<file path="src/rtl/riscv_pkg.sv">
// Shared types for the RISC-V BRAM arbiter: access-size selector, arbiter
// state encoding, grant indices and a helper that maps an access size to the
// index of its last byte.
package riscv_pkg;

  // Access size requested by a port.
  typedef enum logic [1:0] {
    MASK_B = 2'b00,
    MASK_H = 2'b01,
    MASK_W = 2'b10
  } MASK_SEL;

  // Arbiter sequencing states.
  typedef enum logic [1:0] {
    IDLE   = 2'b00,
    ACCESS = 2'b01,
    DRAIN  = 2'b10,
    RESP   = 2'b11
  } arb_state_e;

  // Grant index: which requester owns the current transfer.
  localparam logic GNT_CPU = 1'b0;
  localparam logic GNT_LDR = 1'b1;

  // Index of the final byte of an access (n-1 for n = 1/2/4 bytes).
  function automatic logic [1:0] mask_last(input MASK_SEL m);
    logic [1:0] last;
    case (m)
      MASK_B:  last = 2'd0;
      MASK_H:  last = 2'd1;
      default: last = 2'd3;
    endcase
    return last;
  endfunction

endpackage

</file>
<file path="src/rtl/riscv_bram_arbiter_if.sv">
// Bus bundle between the two requesters (core data port and program loader),
// the arbiter and the shared byte-wide BRAM. The arbiter uses the slave view;
// the requesters and the memory together form the master view.
interface riscv_bram_arbiter_if #(
  parameter int WORD_LENGTH = 32,
  parameter int ADDR_LENGTH = 32
) ();
  import riscv_pkg::*;

  // Core data port
  logic                   cpu_req;
  logic                   cpu_we;
  logic [ADDR_LENGTH-1:0] cpu_addr;
  logic [WORD_LENGTH-1:0] cpu_wdata;
  MASK_SEL                cpu_mask_sel;
  logic                   cpu_ack;
  logic [WORD_LENGTH-1:0] cpu_rdata;

  // Program loader port
  logic                   ldr_req;
  logic                   ldr_we;
  logic [ADDR_LENGTH-1:0] ldr_addr;
  logic [WORD_LENGTH-1:0] ldr_wdata;
  MASK_SEL                ldr_mask_sel;
  logic                   ldr_ack;
  logic [WORD_LENGTH-1:0] ldr_rdata;

  // Shared byte-wide BRAM (read data one cycle after the address)
  logic                   bram_write_en;
  logic [ADDR_LENGTH-1:0] bram_waddr;
  logic [ADDR_LENGTH-1:0] bram_raddr;
  logic [7:0]             bram_wdata;
  logic [7:0]             bram_dout;

  modport slave (
    input  cpu_req, cpu_we, cpu_addr, cpu_wdata, cpu_mask_sel,
    output cpu_ack, cpu_rdata,
    input  ldr_req, ldr_we, ldr_addr, ldr_wdata, ldr_mask_sel,
    output ldr_ack, ldr_rdata,
    output bram_write_en, bram_waddr, bram_raddr, bram_wdata,
    input  bram_dout
  );

  modport master (
    output cpu_req, cpu_we, cpu_addr, cpu_wdata, cpu_mask_sel,
    input  cpu_ack, cpu_rdata,
    output ldr_req, ldr_we, ldr_addr, ldr_wdata, ldr_mask_sel,
    input  ldr_ack, ldr_rdata,
    input  bram_write_en, bram_waddr, bram_raddr, bram_wdata,
    output bram_dout
  );

endinterface

</file>
<file path="src/rtl/riscv_arb_pick.sv">
// Grant selection for the two requesters. A lone request always wins; on a
// collision the pointer names the winner.
module riscv_arb_pick
  import riscv_pkg::*;
(
  input  logic req_cpu_i,
  input  logic req_ldr_i,
  input  logic ptr_i,
  output logic gnt_o
);

  // Choose the winner among the active requests.
  always_comb begin
    gnt_o = GNT_CPU;
    if (req_cpu_i && req_ldr_i) begin
      gnt_o = ptr_i;
    end else if (req_ldr_i) begin
      gnt_o = GNT_LDR;
    end
  end

endmodule

</file>
<file path="src/rtl/riscv_bram_arbiter.sv">
// Arbiter that serialises word/halfword/byte accesses from the core data port
// and the program loader onto one byte-wide BRAM, one byte per cycle.
// Sequence: IDLE -> ACCESS (n cycles) -> DRAIN -> RESP (ack pulse) -> IDLE.
// Optional feature: define RISCV_BRAM_ARB_RR_EN to resolve collisions
// round-robin instead of with fixed core priority.
module riscv_bram_arbiter
  import riscv_pkg::*;
#(
  parameter int WORD_LENGTH = 32,
  parameter int ADDR_LENGTH = 32
) (
  input logic                 clk,
  input logic                 reset,
  riscv_bram_arbiter_if.slave bus
);

  arb_state_e             state_q, state_d;
  logic [1:0]             k_q, k_d;          // byte counter within the access
  logic [1:0]             last_q, last_d;    // index of the final byte
  logic                   gnt_q, gnt_d;      // owner of the current transfer
  logic                   we_q, we_d;
  logic [ADDR_LENGTH-1:0] addr_q, addr_d;
  logic [WORD_LENGTH-1:0] wdata_q, wdata_d;
  logic [WORD_LENGTH-1:0] rdata_q, rdata_d;

  logic       any_req;
  logic       pick_gnt;
  logic       ptr;
  logic       cap_en;
  logic [1:0] cap_idx;
  logic       write_en;
  logic       cpu_ack;
  logic       ldr_ack;

  assign any_req = bus.cpu_req | bus.ldr_req;

  riscv_arb_pick u_pick (
    .req_cpu_i (bus.cpu_req),
    .req_ldr_i (bus.ldr_req),
    .ptr_i     (ptr),
    .gnt_o     (pick_gnt)
  );

`ifdef RISCV_BRAM_ARB_RR_EN
  logic ptr_q, ptr_d;

  // After a collision the loser becomes the preferred port for the next one.
  always_comb begin
    ptr_d = ptr_q;
    if (state_q == IDLE && bus.cpu_req && bus.ldr_req) begin
      ptr_d = ~pick_gnt;
    end
  end

  // Collision pointer register.
  always_ff @(posedge clk or posedge reset) begin
    if (reset) begin
      ptr_q <= GNT_CPU;
    end else begin
      ptr_q <= ptr_d;
    end
  end

  assign ptr = ptr_q;
`else
  assign ptr = GNT_CPU;
`endif

  // Next-state, operand latching, read-byte capture and handshake outputs.
  always_comb begin
    // NOTE: every signal written here gets a default first, so no path through
    // the case statement can leave a value unassigned and infer a latch.
    state_d  = state_q;
    k_d      = k_q;
    last_d   = last_q;
    gnt_d    = gnt_q;
    we_d     = we_q;
    addr_d   = addr_q;
    wdata_d  = wdata_q;
    rdata_d  = rdata_q;
    cap_en   = 1'b0;
    cap_idx  = k_q - 2'd1;
    write_en = 1'b0;
    cpu_ack  = 1'b0;
    ldr_ack  = 1'b0;

    case (state_q)
      IDLE: begin
        if (any_req) begin
          gnt_d = pick_gnt;
          if (pick_gnt == GNT_LDR) begin
            we_d    = bus.ldr_we;
            addr_d  = bus.ldr_addr;
            wdata_d = bus.ldr_wdata;
            last_d  = mask_last(bus.ldr_mask_sel);
          end else begin
            we_d    = bus.cpu_we;
            addr_d  = bus.cpu_addr;
            wdata_d = bus.cpu_wdata;
            last_d  = mask_last(bus.cpu_mask_sel);
          end
          k_d     = 2'd0;
          rdata_d = '0;
          state_d = ACCESS;
        end
      end

      ACCESS: begin
        write_en = we_q;
        // The byte addressed in the previous cycle is on bram_dout now.
        cap_en   = (k_q != 2'd0);
        k_d      = k_q + 2'd1;
        if (k_q == last_q) begin
          k_d     = 2'd0;
          state_d = DRAIN;
        end
      end

      DRAIN: begin
        cap_en  = 1'b1;
        cap_idx = last_q;
        state_d = RESP;
      end

      RESP: begin
        cpu_ack = (gnt_q == GNT_CPU);
        ldr_ack = (gnt_q == GNT_LDR);
        state_d = IDLE;
      end

      default: begin
        state_d = IDLE;
      end
    endcase

    // rdata was cleared at accept, so OR-ing leaves unaccessed bytes at zero.
    if (cap_en) begin
      rdata_d = rdata_q | (WORD_LENGTH'(bus.bram_dout) << {cap_idx, 3'b000});
    end
  end

  // State and datapath registers; reset abandons any transfer in flight.
  always_ff @(posedge clk or posedge reset) begin
    if (reset) begin
      state_q <= IDLE;
      k_q     <= 2'd0;
      last_q  <= 2'd0;
      gnt_q   <= GNT_CPU;
      we_q    <= 1'b0;
      addr_q  <= '0;
      wdata_q <= '0;
      rdata_q <= '0;
    end else begin
      // NOTE: non-blocking assignments so every register samples the values
      // that existed before this edge, independent of statement order.
      state_q <= state_d;
      k_q     <= k_d;
      last_q  <= last_d;
      gnt_q   <= gnt_d;
      we_q    <= we_d;
      addr_q  <= addr_d;
      wdata_q <= wdata_d;
      rdata_q <= rdata_d;
    end
  end

  // BRAM side: byte k of the latched word at base+k, wrapping naturally.
  assign bus.bram_write_en = write_en;
  assign bus.bram_waddr    = addr_q + ADDR_LENGTH'(k_q);
  assign bus.bram_raddr    = addr_q + ADDR_LENGTH'(k_q);
  assign bus.bram_wdata    = 8'(wdata_q >> {k_q, 3'b000});

  // Requester side: rdata is shared and only meaningful with the owner's ack.
  assign bus.cpu_ack   = cpu_ack;
  assign bus.ldr_ack   = ldr_ack;
  assign bus.cpu_rdata = rdata_q;
  assign bus.ldr_rdata = rdata_q;

endmodule

</file>
<file path="src/flat_wrapper.sv">
// flat-port wrapper written by rule: the top's interface ports become plain ports
module riscv_bram_arbiter_flat import riscv_pkg::*;
#(
  parameter int WORD_LENGTH = 32,
  parameter int ADDR_LENGTH = 32
)
  (clk, reset, bus_cpu_req, bus_cpu_we, bus_cpu_addr, bus_cpu_wdata, bus_cpu_mask_sel, bus_cpu_ack, bus_cpu_rdata, bus_ldr_req, bus_ldr_we, bus_ldr_addr, bus_ldr_wdata, bus_ldr_mask_sel, bus_ldr_ack, bus_ldr_rdata, bus_bram_write_en, bus_bram_waddr, bus_bram_raddr, bus_bram_wdata, bus_bram_dout);
  riscv_bram_arbiter_if #(.WORD_LENGTH(WORD_LENGTH), .ADDR_LENGTH(ADDR_LENGTH)) bus_i ();
  input logic clk;
  input logic reset;
  input wire logic [$bits(bus_i.cpu_req)-1:0] bus_cpu_req;
  input wire logic [$bits(bus_i.cpu_we)-1:0] bus_cpu_we;
  input wire logic [$bits(bus_i.cpu_addr)-1:0] bus_cpu_addr;
  input wire logic [$bits(bus_i.cpu_wdata)-1:0] bus_cpu_wdata;
  input wire logic [$bits(bus_i.cpu_mask_sel)-1:0] bus_cpu_mask_sel;
  output wire logic [$bits(bus_i.cpu_ack)-1:0] bus_cpu_ack;
  output wire logic [$bits(bus_i.cpu_rdata)-1:0] bus_cpu_rdata;
  input wire logic [$bits(bus_i.ldr_req)-1:0] bus_ldr_req;
  input wire logic [$bits(bus_i.ldr_we)-1:0] bus_ldr_we;
  input wire logic [$bits(bus_i.ldr_addr)-1:0] bus_ldr_addr;
  input wire logic [$bits(bus_i.ldr_wdata)-1:0] bus_ldr_wdata;
  input wire logic [$bits(bus_i.ldr_mask_sel)-1:0] bus_ldr_mask_sel;
  output wire logic [$bits(bus_i.ldr_ack)-1:0] bus_ldr_ack;
  output wire logic [$bits(bus_i.ldr_rdata)-1:0] bus_ldr_rdata;
  output wire logic [$bits(bus_i.bram_write_en)-1:0] bus_bram_write_en;
  output wire logic [$bits(bus_i.bram_waddr)-1:0] bus_bram_waddr;
  output wire logic [$bits(bus_i.bram_raddr)-1:0] bus_bram_raddr;
  output wire logic [$bits(bus_i.bram_wdata)-1:0] bus_bram_wdata;
  input wire logic [$bits(bus_i.bram_dout)-1:0] bus_bram_dout;
  assign bus_i.cpu_req = bus_cpu_req;
  assign bus_i.cpu_we = bus_cpu_we;
  assign bus_i.cpu_addr = bus_cpu_addr;
  assign bus_i.cpu_wdata = bus_cpu_wdata;
  assign bus_i.cpu_mask_sel = bus_cpu_mask_sel;
  assign bus_cpu_ack = bus_i.cpu_ack;
  assign bus_cpu_rdata = bus_i.cpu_rdata;
  assign bus_i.ldr_req = bus_ldr_req;
  assign bus_i.ldr_we = bus_ldr_we;
  assign bus_i.ldr_addr = bus_ldr_addr;
  assign bus_i.ldr_wdata = bus_ldr_wdata;
  assign bus_i.ldr_mask_sel = bus_ldr_mask_sel;
  assign bus_ldr_ack = bus_i.ldr_ack;
  assign bus_ldr_rdata = bus_i.ldr_rdata;
  assign bus_bram_write_en = bus_i.bram_write_en;
  assign bus_bram_waddr = bus_i.bram_waddr;
  assign bus_bram_raddr = bus_i.bram_raddr;
  assign bus_bram_wdata = bus_i.bram_wdata;
  assign bus_i.bram_dout = bus_bram_dout;
  riscv_bram_arbiter #(.WORD_LENGTH(WORD_LENGTH), .ADDR_LENGTH(ADDR_LENGTH)) u_core (.clk(clk), .reset(reset), .bus(bus_i));
endmodule
</file>
<file path="config.mk">
export PLATFORM = sky130hd
export DESIGN_NAME = riscv_bram_arbiter_flat
export DESIGN_NICKNAME = d
export VERILOG_FILES = /design/src/rtl/riscv_pkg.sv /design/src/rtl/riscv_bram_arbiter_if.sv /design/src/rtl/riscv_arb_pick.sv /design/src/rtl/riscv_bram_arbiter.sv /design/src/flat_wrapper.sv
export SDC_FILE = /design/constraint.sdc
export NUM_CORES = 1
export LEC_CHECK = 0
export BUFFER_PORTS_ARGS = -buffer_cell sky130_fd_sc_hd__buf_4
export CELL_PAD_IN_SITES_DETAIL_PLACEMENT = 0
export CELL_PAD_IN_SITES_GLOBAL_PLACEMENT = 1
export CORE_ASPECT_RATIO = 1.2
export CORE_MARGIN = 2
export CORE_UTILIZATION = 30
export DETAILED_ROUTE_END_ITERATION = 8
export PLACE_DENSITY_LB_ADDON = 0.1
export SLEW_MARGIN = 20
export SYNTH_ARGS = -nofsm -noshare
export SYNTH_HDL_FRONTEND = slang
export SYNTH_SLANG_ARGS = --single-unit
</file>
<file path="constraint.sdc">
create_clock -name clk -period 3.5 [get_ports clk]
set_input_delay 0.35 -clock clk [delete_from_list [all_inputs] [get_ports clk]]
set_output_delay 0.35 -clock clk [all_outputs]
set_load 0.03 [all_outputs]
</file>
# [Word-level counts from Yosys, hierarchy flattened]
# Index checks and enable logic that the tools add are counted.
[totals] inputBits=146 n_memories=0 mem_bits_rw=0 latch_bits=0 romBits=0 regBits=104
[op_classes] n_lt_le_gt_ge=0 add_sub_neg=3 div=0 shifts=2 n_eq_ne=8 bitwise=3 n_mul=0 muxes=22 reduce_logical=12
[op_table] operator="two-way mux 32 bit" count=5
[op_table] operator="adder 32 x 2 -> 32 bit" count=1
[op_table] operator="bitwise OR 32 bit" count=1
[op_table] operator="<< shifter 8 x 5 -> 32 bit" count=1
[op_table] operator="right shift 32 x 5 -> 8 bit" count=1
[op_table] operator="two-way mux 2 bit" count=6
[op_table] operator="case mux 2 bit (2 select lines)" count=3
[op_table] operator="case mux 2 bit (4 select lines)" count=1
[op_table] operator="AND reduction 2 bit" count=4
[op_table] operator="nonzero test 2 bit" count=4
[op_table] operator="equality test 2 x 1 -> 1 bit, second input constant" count=3
[op_table] operator="logical NOT 2 bit" count=3
[op_table] operator="two-way mux 1 bit" count=6
[op_table] operator="equality test 2 bit, second input constant" count=2
[op_table] operator="inequality test 2 x 1 -> 1 bit, second input constant" count=2
[op_table] operator="adder 2 x 1 -> 2 bit, second input constant" count=1
[op_table] operator="equality test 2 bit" count=1
[op_table] operator="case mux 1 bit (2 select lines)" count=1
[op_table] operator="subtractor 2 x 1 -> 2 bit, second input constant" count=1
[op_table] operator="logical AND 1 bit" count=1
[op_table] operator="inverter 1 bit" count=1
[op_table] operator="bitwise OR 1 bit" count=1

# [Logic depth before layout (Yosys ltp)]
# Gate-level depths: netlist (run 1).
[depth] word_depth=5 mapped_depth=8

# [Cells and area by module]
# From an unflattened synthesis (run 1), not the netlist that was laid out.
[hier_totals] hier_cells=581 area_unflattened_um2=5987.0
[by_module_without_submodules] module="riscv_bram_arbiter" cells_per_inst=579 n_inst=1 area_each_um2=5975.7
[by_module_without_submodules] module="riscv_arb_pick" cells_per_inst=2 n_inst=1 area_each_um2=11.3

# [Worst setup path before layout (run 1)]
# OpenSTA, ideal clock, no wires.
[synth_timing] kind="flip-flop to output port" startpoint="register u_core.k_q[1]" endpoint="output port bus_bram_waddr[21]" arrival_time_ns=2.568 path_stages_with_launch=8 t_required_ns=3.150 path_slack_ns=0.582 path_cell_list="dfrtp_1 -> ha_1 -> a21oi_1 -> or4_4 -> buf_6 -> nor4_1 -> xor2_1 -> buf_4"
[synth_via] elab_chain_len=1
[synth_rtl] element="from (decl)" line="riscv_bram_arbiter.sv:18" rtl="logic [1:0] k_q, k_d;"
[synth_rtl] element="from (signal assigned)" line="riscv_bram_arbiter.sv:157" rtl="k_q <= k_d;"
[synth_rtl] element="adder 32 x 2 -> 32 bit"
[synth_rtl] element="to (decl)" line="flat_wrapper.sv:26" rtl="output wire logic [$bits(bus_i.bram_waddr)-1:0] bus_bram_waddr;"
# Every way passes these cells.

# [Worst setup path in the final report (run 1)]
[layout_timing] startpoint="register u_core.k_q[1]" endpoint="output port bus_bram_raddr[28]"
[layout_via] elab_chain_len=1
[layout_rtl] element="adder 32 x 2 -> 32 bit" line="riscv_bram_arbiter.sv:170" rtl="assign bus.bram_raddr = addr_q + ADDR_LENGTH'(k_q);"
[layout_rtl] element="to (decl)" line="flat_wrapper.sv:27" rtl="output wire logic [$bits(bus_i.bram_raddr)-1:0] bus_bram_raddr;"
# Every way passes these cells.

==> results_dict.tcl, run 1 <==
set metrics [dict create \
    area_growth_pct 38.4 \
    ant_nets 0 \
    period_needed_ns 3.12 \
    setup_viol 0 \
    ys_async_sr_fraction_pct 100 \
    leakage_uw 0.00396 \
    synth_top_family_by_area "multiplexers" \
    cts_hold_buf 0 \
    crit_chain "buf_4 > fa_1 > nand3_1 > nor3_1 > nand4_1 > xnor2_1 > buf_4" \
    via_per_inst 4.61 \
    rows 56 \
    dr.max_layer_used "met4" \
    yosys_warnings 0 \
    netlist_area_mm2 0.00589 \
    track_usage_pct 15.5 \
    crit_arrival_ns 2.77 \
    whs_ns 0.115 \
    cts_resized 0 \
    grt_max_degree 129 \
    cts_tree "done" \
    crit_path_start_kind "flip-flop" \
    drtPass1Iterations 4 \
    synth_flop_cell "dfrtp_1" \
    grt_pass1_vias 4765 \
    post-cts-setup-buffer-count 0 \
    clkSinkCount 104 \
    p_switching_uw 3630 \
    fmax_mhz 320 \
    htree_num_levels 3 \
    report.final.slew_viol_count 0 \
    fin_skew_ns 0.0116 \
    port_buffers 284 \
    fp.dieH_um 157 \
    wl_mm 16.5 \
    p_int_uw 3980 \
    ioPinCount 285 \
    cap_viol_max_count 0 \
    drive_above_1_share_pct 41.6 \
    grt_pass1_wl_mm 25.5 \
    clock_latency_ns 0.35 \
    synth_compound_area_share_pct 12.5 \
    hp-class "in -> async" \
    syn_nets 731 \
    rsz0062_at_grt "no" \
    nNetsFinal 936 \
    core_area_mm2 0.0194 \
    synth-seq-cells 104 \
    clk_pin_slew_ns 0.08 \
    cts-root-buf "clkbuf_16" \
    clockPowerShare_pct 13.9 \
    peakVddDrop_mv 0.393 \
    hpwlAfterDp_mm 12.8 \
    avgSynthCellArea_um2 10.2 \
    met2_length_mm 8.08 \
    status "complete, no violations" \
    die_w_um 132 \
    yosys.area.top_type "dfrtp_1" \
    synth_top_area_share_pct 44.2 \
    num_vias 4827 \
    fin_crit_sh_pct 89.2 \
    synth_fa_ha_area_share_pct 1.83 \
    dieArea_mm2 0.0208 \
    place_area_mm2 0.00783 \
    crit_required_ns 3.15 \
    p_seq_share_pct 28.5 \
    antenna_found_initial 0 \
    p_sw_share_pct 47.7 \
    combinationalPowerShare_pct 57.6 \
    numCtsBuffers 9 \
    power_density_mw_per_mm2 935 \
    yosys-top-cells-area "dfrtp_1 (44%), mux2i_1 (11%), buf_4 (8.2%)" \
    route.met3.wl_mm 1.07 \
    hold_viol 0 \
    worst_path_most_repeated_cell "buf_4" \
    worst-setup-path-type "reg -> out" \
    drcViolationCount 0 \
    fin_util_pct 42.0 \
    drtIter0Drc 200 \
    tightest_slew_ns 0.826 \
    ys_types 46 \
    cpPeakStageDelay_ns 0.67 \
    wire_per_inst_um 15.8 \
    crit_path_max_fanout 12 \
    critPathSlowestCell "nor3_1" \
    slew_headroom_pct 44.8 \
    synth-edff-count 0 \
    n_antenna_cell 0 \
    path_buf_inv 2 \
    max-clock-path-buffers 2 \
    gp_congestion 0.741 \
    cp-end-kind "output port" \
    yosys-top-cells-count "dfrtp_1 (104), nand2_1 (77), o21ai_0 (68), mux2i_1 (66), buf_4 (64)" \
    start_util_pct 30.3 \
    yosysSeqAreaShare_pct 44.2 \
    critPathTopFamily "simple AND/OR/NAND/NOR gates" \
    overflow 0 \
    synth_cells 577 \
    setup_tns_ns 0 \
    synth-simple-area-share_pct 11.0 \
    synth_xor_area_share_pct 4.89 \
    final_cell_area_mm2 0.00815 \
    yosysMostFrequentCell "dfrtp_1" \
    synthMuxAreaShare_pct 14.5 \
    wl_met1_mm 7.18 \
]
-- metal layers --
| metal | track usage, % | vias to the layer above |
|---|---|---|
| met4 | 5.18 | 0 |
| met5 | 0 | - |
| met3 | 3.67 | 12 |
| li1 | - | 2371 |
| met2 | 26.0 | 185 |
| met1 | 19.8 | 2259 |
-- cell families (layout without fill, tap and decap cells) --
kind of cell,count (synthesis),in the layout
and+or+nand+nor,136,136
muxes,75,75
xor gates and xnor gates,32,32
DFF,104,104
AOI/OAI and AO/OA,116,116
buffers and inverters,106,316
adders and majority gates,8,8
-- cells in the final DEF (no fill, tap or decap), types with 2 or more instances in the layout --
master,n
and4_1,2
and3_1,3
nand4_1,7
ha_1,7
nand3_1,10
inv_8,2
nor3_1,4
and2_1,3
xor2_1,8
a21oi_1,4
inv_1,8
dfrtp_1,104
a22o_1,36
nand2_1,76
mux4_2,8
nor2_1,11
mux2i_1,66
nor4_1,3
xnor2_1,23
nor2b_1,3
nor4_2,2
nand2_2,2
inv_6,3
or4_4,2
clkbuf_16,9
o21ai_0,68
buf_12,2
buf_4,289
-- stage by stage --
stage          power (uW)  instances  worst slack (ns)
2_1_floorplan        5340        577             0.418
3_3_place_gp         6560       1032             0.758
3_5_place_dp         6630       1032             0.683
4_1_cts              7720       1048             0.287
5_1_grt              8100       1048             0.178
6_report             7610       1048             0.377
-- sequential cells by signal, indices dropped and copies added (netlist names) --
name / count
u_core.addr_q: 32
u_core.k_q: 2
u_core.wdata_q: 32
u_core.bus.cpu_rdata: 32
u_core.gnt_q: 1
u_core.we_q: 1
u_core.last_q: 2
u_core.state_q: 2
-- worst paths after layout --
check	from	end	slack, ns	cells after the start
min reg2reg	u_core.we_q	u_core.we_q	0.48	2
min in group clk	bus_bram_dout[7]	u_core.bus.cpu_rdata[23]	0.24	2
min	reset	u_core.wdata_q[30]	0.12	2
max reg2reg	u_core.k_q[0]	u_core.bus.cpu_rdata[4]	1.20	7
max in group asynchronous	reset	u_core.addr_q[11]	2.66	3
max	u_core.k_q[1]	bus_bram_raddr[28]	0.38	7
-- power by group through the flow --
stage | sequential, uW | clock (uW) | combinational, uW
after floorplan | 2270 | 0 | 3070
after global placement | 2170 | 0 | 4400
after detailed placement | 2200 | 0 | 4430
after CTS | 2180 | 1100 | 4440
after global routing | 2240 | 1140 | 4720
final | 2170 | 1060 | 4380
-- cell type report --
class	count	area, um2
Fill cell	1936	11300
Multi-Input combinational cell	367	2660
Sequential cell	104	2600
Timing Repair Buffer	291	2210
Tap cell	261	327
Clock buffer	9	225
Clock inverter	7	83.8
Inverter	9	38.8
No activity file was read; power rests on OpenSTA's default activity.
==> run 2, diff against run 1 <==
==> constraint.sdc (replaced) <==
create_clock -name clk -period 3.5 [get_ports clk]
set_input_delay 0.7 -clock clk [delete_from_list [all_inputs] [get_ports clk]]
set_output_delay 0.7 -clock clk [all_outputs]
set_load 0.03 [all_outputs]
==> run 2 against run 1 <==
  * Clock power decreased by 6%
  * Critical path depth decreased by 1
  * Core utilization increased by 0.14 points
  * Sequential power about the same
  * Global-route usage increased by 0.20 points
  * Final area increased by 0.32%
  * Via count increased by 0.29%
  * Clock skew decreased by 0.0033 ns
  * Critical path type unchanged
  * Largest power group unchanged
==> results_dict.tcl, run 2 (synthesis gave the netlist of run 1 again) <==
set metrics [dict create \
    port_buffers 284 \
    fmax_mhz 299 \
    track_usage_pct 15.7 \
    fp.dieH_um 157 \
    crit_path_max_fanout 5 \
    start_util_pct 30.3 \
    hp-class "in -> async" \
    report.final.slew_viol_count 0 \
    hpwlAfterDp_mm 13.0 \
    grt_pass1_wl_mm 25.8 \
    num_vias 4841 \
    most-common-layout-cells "buf_4 (293), dfrtp_1 (104), nand2_1 (76), o21ai_0 (68), mux2i_1 (66)" \
    rsz0062_at_grt "no" \
    fin_util_pct 42.1 \
    wire_per_inst_um 15.8 \
    nNetsFinal 940 \
    drtPass1Iterations 4 \
    drcViolationCount 0 \
    cpPeakStageDelay_ns 0.59 \
    post-cts-setup-buffer-count 0 \
    critPathSlowestCell "or4_4" \
    max-clock-path-buffers 2 \
    setup_viol 0 \
    clkSinkCount 104 \
    cts_hold_buf 0 \
    cap_viol_max_count 0 \
    power_density_mw_per_mm2 924 \
    die_w_um 132 \
    antenna_found_initial 0 \
    clk_pin_slew_ns 0.08 \
    cts-root-buf "clkbuf_16" \
    worst-setup-path-type "reg -> out" \
    grt_pass1_vias 4800 \
    drtIter0Drc 195 \
    final_common_cell "buf_4" \
    gp_congestion 0.777 \
    dp_cells 1036 \
    final_cells 1052 \
    rows 56 \
    crit_path_start_kind "flip-flop" \
    clock_latency_ns 0.35 \
    crit_required_ns 2.80 \
    critPathTopFamily "simple AND/OR/NAND/NOR gates" \
    crit_arrival_ns 2.65 \
    cts_tree "done" \
    htree_num_levels 3 \
    setup_tns_ns 0 \
    cp-end-kind "output port" \
    dieArea_mm2 0.0208 \
    area_growth_pct 38.9 \
    fin_crit_sh_pct 95.7 \
    drive_above_1_share_pct 42.2 \
    leakage_uw 0.00396 \
    hold_viol 0 \
    via_per_inst 4.60 \
    grt_max_degree 81 \
    slew_headroom_pct 47.5 \
    worst_path_most_repeated_cell "or4_4" \
    n_antenna_cell 0 \
    numCtsBuffers 9 \
    overflow 0 \
    peakVddDrop_mv 0.393 \
    core_area_mm2 0.0194 \
    whs_ns 0.471 \
    tightest_slew_ns 0.786 \
    fin_skew_ns 0.00834 \
    crit_chain "ha_1 > a21oi_1 > or4_4 > or4_4 > xnor2_2 > buf_4" \
    ant_nets 0 \
    wl_mm 16.7 \
    ioPinCount 285 \
    status "complete, no violations" \
    path_buf_inv 1 \
    period_needed_ns 3.35 \
]
==> run 2: repair_timing <==
item                                   CTS  global route
gates resized for setup                  1             2
cloned                                   0             0
endpoints found under the hold margin    0             0
setup endpoints to repair                6             6
==> run 2: path summary, 6_finish.rpt <==
path	startpoint	end	slack (ns)	depth (start not counted)
setup / recovery	u_core.addr_q[1]	bus_bram_waddr[15]	0.15	6
hold / removal	reset	u_core.wdata_q[6]	0.47	2
setup reg to reg	u_core.k_q[0]	u_core.bus.cpu_rdata[7]	1.30	7
hold reg to reg	u_core.wdata_q[23]	u_core.wdata_q[23]	0.48	2
max in group asynchronous	reset	u_core.addr_q[28]	2.33	3
min in group clk	u_core.wdata_q[23]	u_core.wdata_q[23]	0.48	2
==> run 2: layout make-up <==
class | count | area (um2)
fillers | 1912 | 11200
flip-flops and latches | 104 | 2600
multi-input cells | 367 | 2670
well taps | 261 | 327
clock buffers | 9 | 225
repair buffers | 295 | 2240
clock inverters | 7 | 66.3
inverters | 9 | 38.8
==> run 2: metrics by stage <==
| stage | area [um2] | total power (uW) | setup WS, ns |
|---|---|---|---|
| 2_1_floorplan | 5890 | 5340 | 0.0678 |
| 3_3_place_gp | 7860 | 6560 | 0.417 |
| 3_5_place_dp | 7860 | 6620 | 0.340 |
| 4_1_cts | 8160 | 7650 | 0.0743 |
| 5_1_grt | 8170 | 8060 | 0.0392 |
| 6_report | 8170 | 7550 | 0.151 |
==> run 2: where the power goes <==
part           switching [uW]  internal, uW  total, uW
combinational            2690          1690       4390
sequential                450          1720       2170
clock                     497           500        996
==> run 2: metal layers <==
metal | GRT usage (%) | vias to the layer above | part of all wire (%)
met5 | 0 | - | 0
met4 | 4.55 | 0 | 1.4
met3 | 3.86 | 14 | 5.8
met2 | 26.7 | 174 | 49
met1 | 20.0 | 2271 | 44
li1 | - | 2382 | -
==> run 3, diff against run 2 <==
==> constraint.sdc (replaced) <==
create_clock -name clk -period 3.5 [get_ports clk]
set_input_delay 0.525 -clock clk [delete_from_list [all_inputs] [get_ports clk]]
set_output_delay 0.525 -clock clk [all_outputs]
set_load 0.03 [all_outputs]
==> run 3 against run 2 <==
  * Clock skew decreased by 0.0013 ns
  * Register-to-register slack got worse by 0.10 ns
  * Cell count decreased by 0.38%
  * First-iteration DRC count decreased by 10%
  * Hold slack got worse by 0.19 ns
  * Final area decreased by 0.21%
  * Via count decreased by 0.12%
  * Power increased by 0.11%
  * Sequential power about the same
  * Largest power group unchanged
==> results_dict.tcl, run 3 (synthesis gave the netlist of run 1 again) <==
set metrics [dict create \
    n_antenna_cell 0 \
    report.final.slew_viol_count 0 \
    cts_hold_buf 0 \
    clk_pin_slew_ns 0.07 \
    drive_above_1_share_pct 41.4 \
    num_vias 4835 \
    worst-setup-path-type "reg -> out" \
    peakVddDrop_mv 0.415 \
    clockPowerShare_pct 13.1 \
    wire_per_inst_um 15.5 \
    clock_latency_ns 0.35 \
    power_density_mw_per_mm2 927 \
    start_util_pct 30.3 \
    setup_tns_ns 0 \
    p_int_uw 3930 \
    die_w_um 132 \
    place_ws_ns 0.563 \
    drtPass1Iterations 4 \
    tightest_slew_ns 1.03 \
    gp_congestion 0.735 \
    nNetsFinal 936 \
    grt_pass1_vias 4776 \
    max-clock-path-buffers 2 \
    final_common_cell "buf_4" \
    hpwlAfterDp_mm 12.8 \
    worstRegToRegCells 5 \
    core_area_mm2 0.0194 \
    rsz0062_at_grt "no" \
    cp-end-kind "output port" \
    drtIter0Drc 175 \
    leakage_uw 0.00396 \
    crit_arrival_ns 2.69 \
    overflow 0 \
    fin_ws_ns 0.288 \
    crit_path_start_kind "flip-flop" \
    clkSinkCount 104 \
    area_growth_pct 38.6 \
    grt_max_degree 54 \
    cts_tree "done" \
    drcViolationCount 0 \
    status "complete, no violations" \
    numCtsBuffers 9 \
    ant_nets 0 \
    final_cells 1048 \
    fin_crit_sh_pct 91.8 \
    combinationalPowerShare_pct 58.4 \
    fp.dieH_um 157 \
    dieArea_mm2 0.0208 \
    setup_viol 0 \
    hp-class "in -> async" \
    fin_skew_ns 0.00703 \
    p_switching_uw 3620 \
    most-common-layout-cells "buf_4 (287), dfrtp_1 (104), nand2_1 (77), o21ai_0 (68), mux2i_1 (66)" \
    fin_util_pct 42.0 \
    period_needed_ns 3.21 \
    via_per_inst 4.61 \
    htree_num_levels 3 \
    slew_headroom_pct 31.1 \
    wl_mm 16.2 \
    fmax_mhz 311 \
    crit_path_max_fanout 12 \
    antenna_found_initial 0 \
    post-cts-setup-buffer-count 0 \
    hold_viol 0 \
    critPathLaunch "u_core.k_q[1]" \
    p_sw_share_pct 48.0 \
    crit_required_ns 2.97 \
    grt_pass1_wl_mm 25.2 \
    rows 56 \
    ioPinCount 285 \
    dp_cells 1032 \
    cap_viol_max_count 0 \
    cts_resized 0 \
    p_seq_share_pct 28.6 \
    cts-root-buf "clkbuf_16" \
    track_usage_pct 15.4 \
    r2r_slack_ns 1.20 \
    fillCellCount 1885 \
    rr_endpoint "u_core.bus.cpu_rdata[25]" \
    r2r_start "u_core.state_q[0]" \
    whs_ns 0.276 \
    port_buffers 284 \
]
## run 3: cell type report
type | instances | area [um2] | area share [%]
inverters | 9 | 36.3 | 0.445
clock buffers | 10 | 229 | 2.81
flip-flops and latches | 104 | 2600 | 31.9
multi-input cells | 367 | 2670 | 32.8
repair buffers | 291 | 2230 | 27.4
clock inverters | 6 | 55.1 | 0.675
well taps | 261 | 327 | 4.00
## run 3: how the worst max path moves through the flow
| stage | to | slack, ns |
|---|---|---|
| 5_1_grt | bus_bram_waddr[31] | 0.07 |
| 3_5_place_dp | bus_bram_raddr[28] | 0.56 |
| 3_3_place_gp | bus_bram_raddr[28] | 0.60 |
| 2_1_floorplan | u_core.addr_q[0] | 0.24 |
| 4_1_cts | bus_bram_raddr[28] | 0.17 |
| 6_report | bus_bram_raddr[22] | 0.29 |
## run 3: routing by layer
| layer | wire length, um | up-vias | global-route usage, % |
|---|---|---|---|
| met5 | 0 | - | 0 |
| met1 | 7080 | 2278 | 19.5 |
| met3 | 981 | 13 | 3.41 |
| met2 | 7980 | 171 | 26.2 |
| met4 | 189 | 0 | 4.81 |
| li1 | - | 2373 | - |
## run 3: critical path, stage by stage (launching register included)
cell and delay (ns):
dfrtp_1 0.36, buf_4 0.24, fa_1 0.24, nand3_1 0.23, or4_1 0.57, nor3_1 0.30, xor2_1 0.21, buf_4 0.19
## run 3: power groups by stage
stage / combinational, uW / sequential [uW] / clock, uW
6_report: 4410 / 2160 / 987
5_1_grt: 4740 / 2240 / 1070
4_1_cts: 4470 / 2170 / 1020
3_5_place_dp: 4460 / 2190 / 0
3_3_place_gp: 4420 / 2170 / 0
2_1_floorplan: 3070 / 2270 / 0
## run 3: through the flow
| step | total power, uW | area [um2] |
|---|---|---|
| 2_1_floorplan | 5340 | 5890 |
| 3_3_place_gp | 6590 | 7860 |
| 3_5_place_dp | 6650 | 7860 |
| 4_1_cts | 7660 | 8140 |
| 5_1_grt | 8050 | 8160 |
| 6_report | 7560 | 8160 |
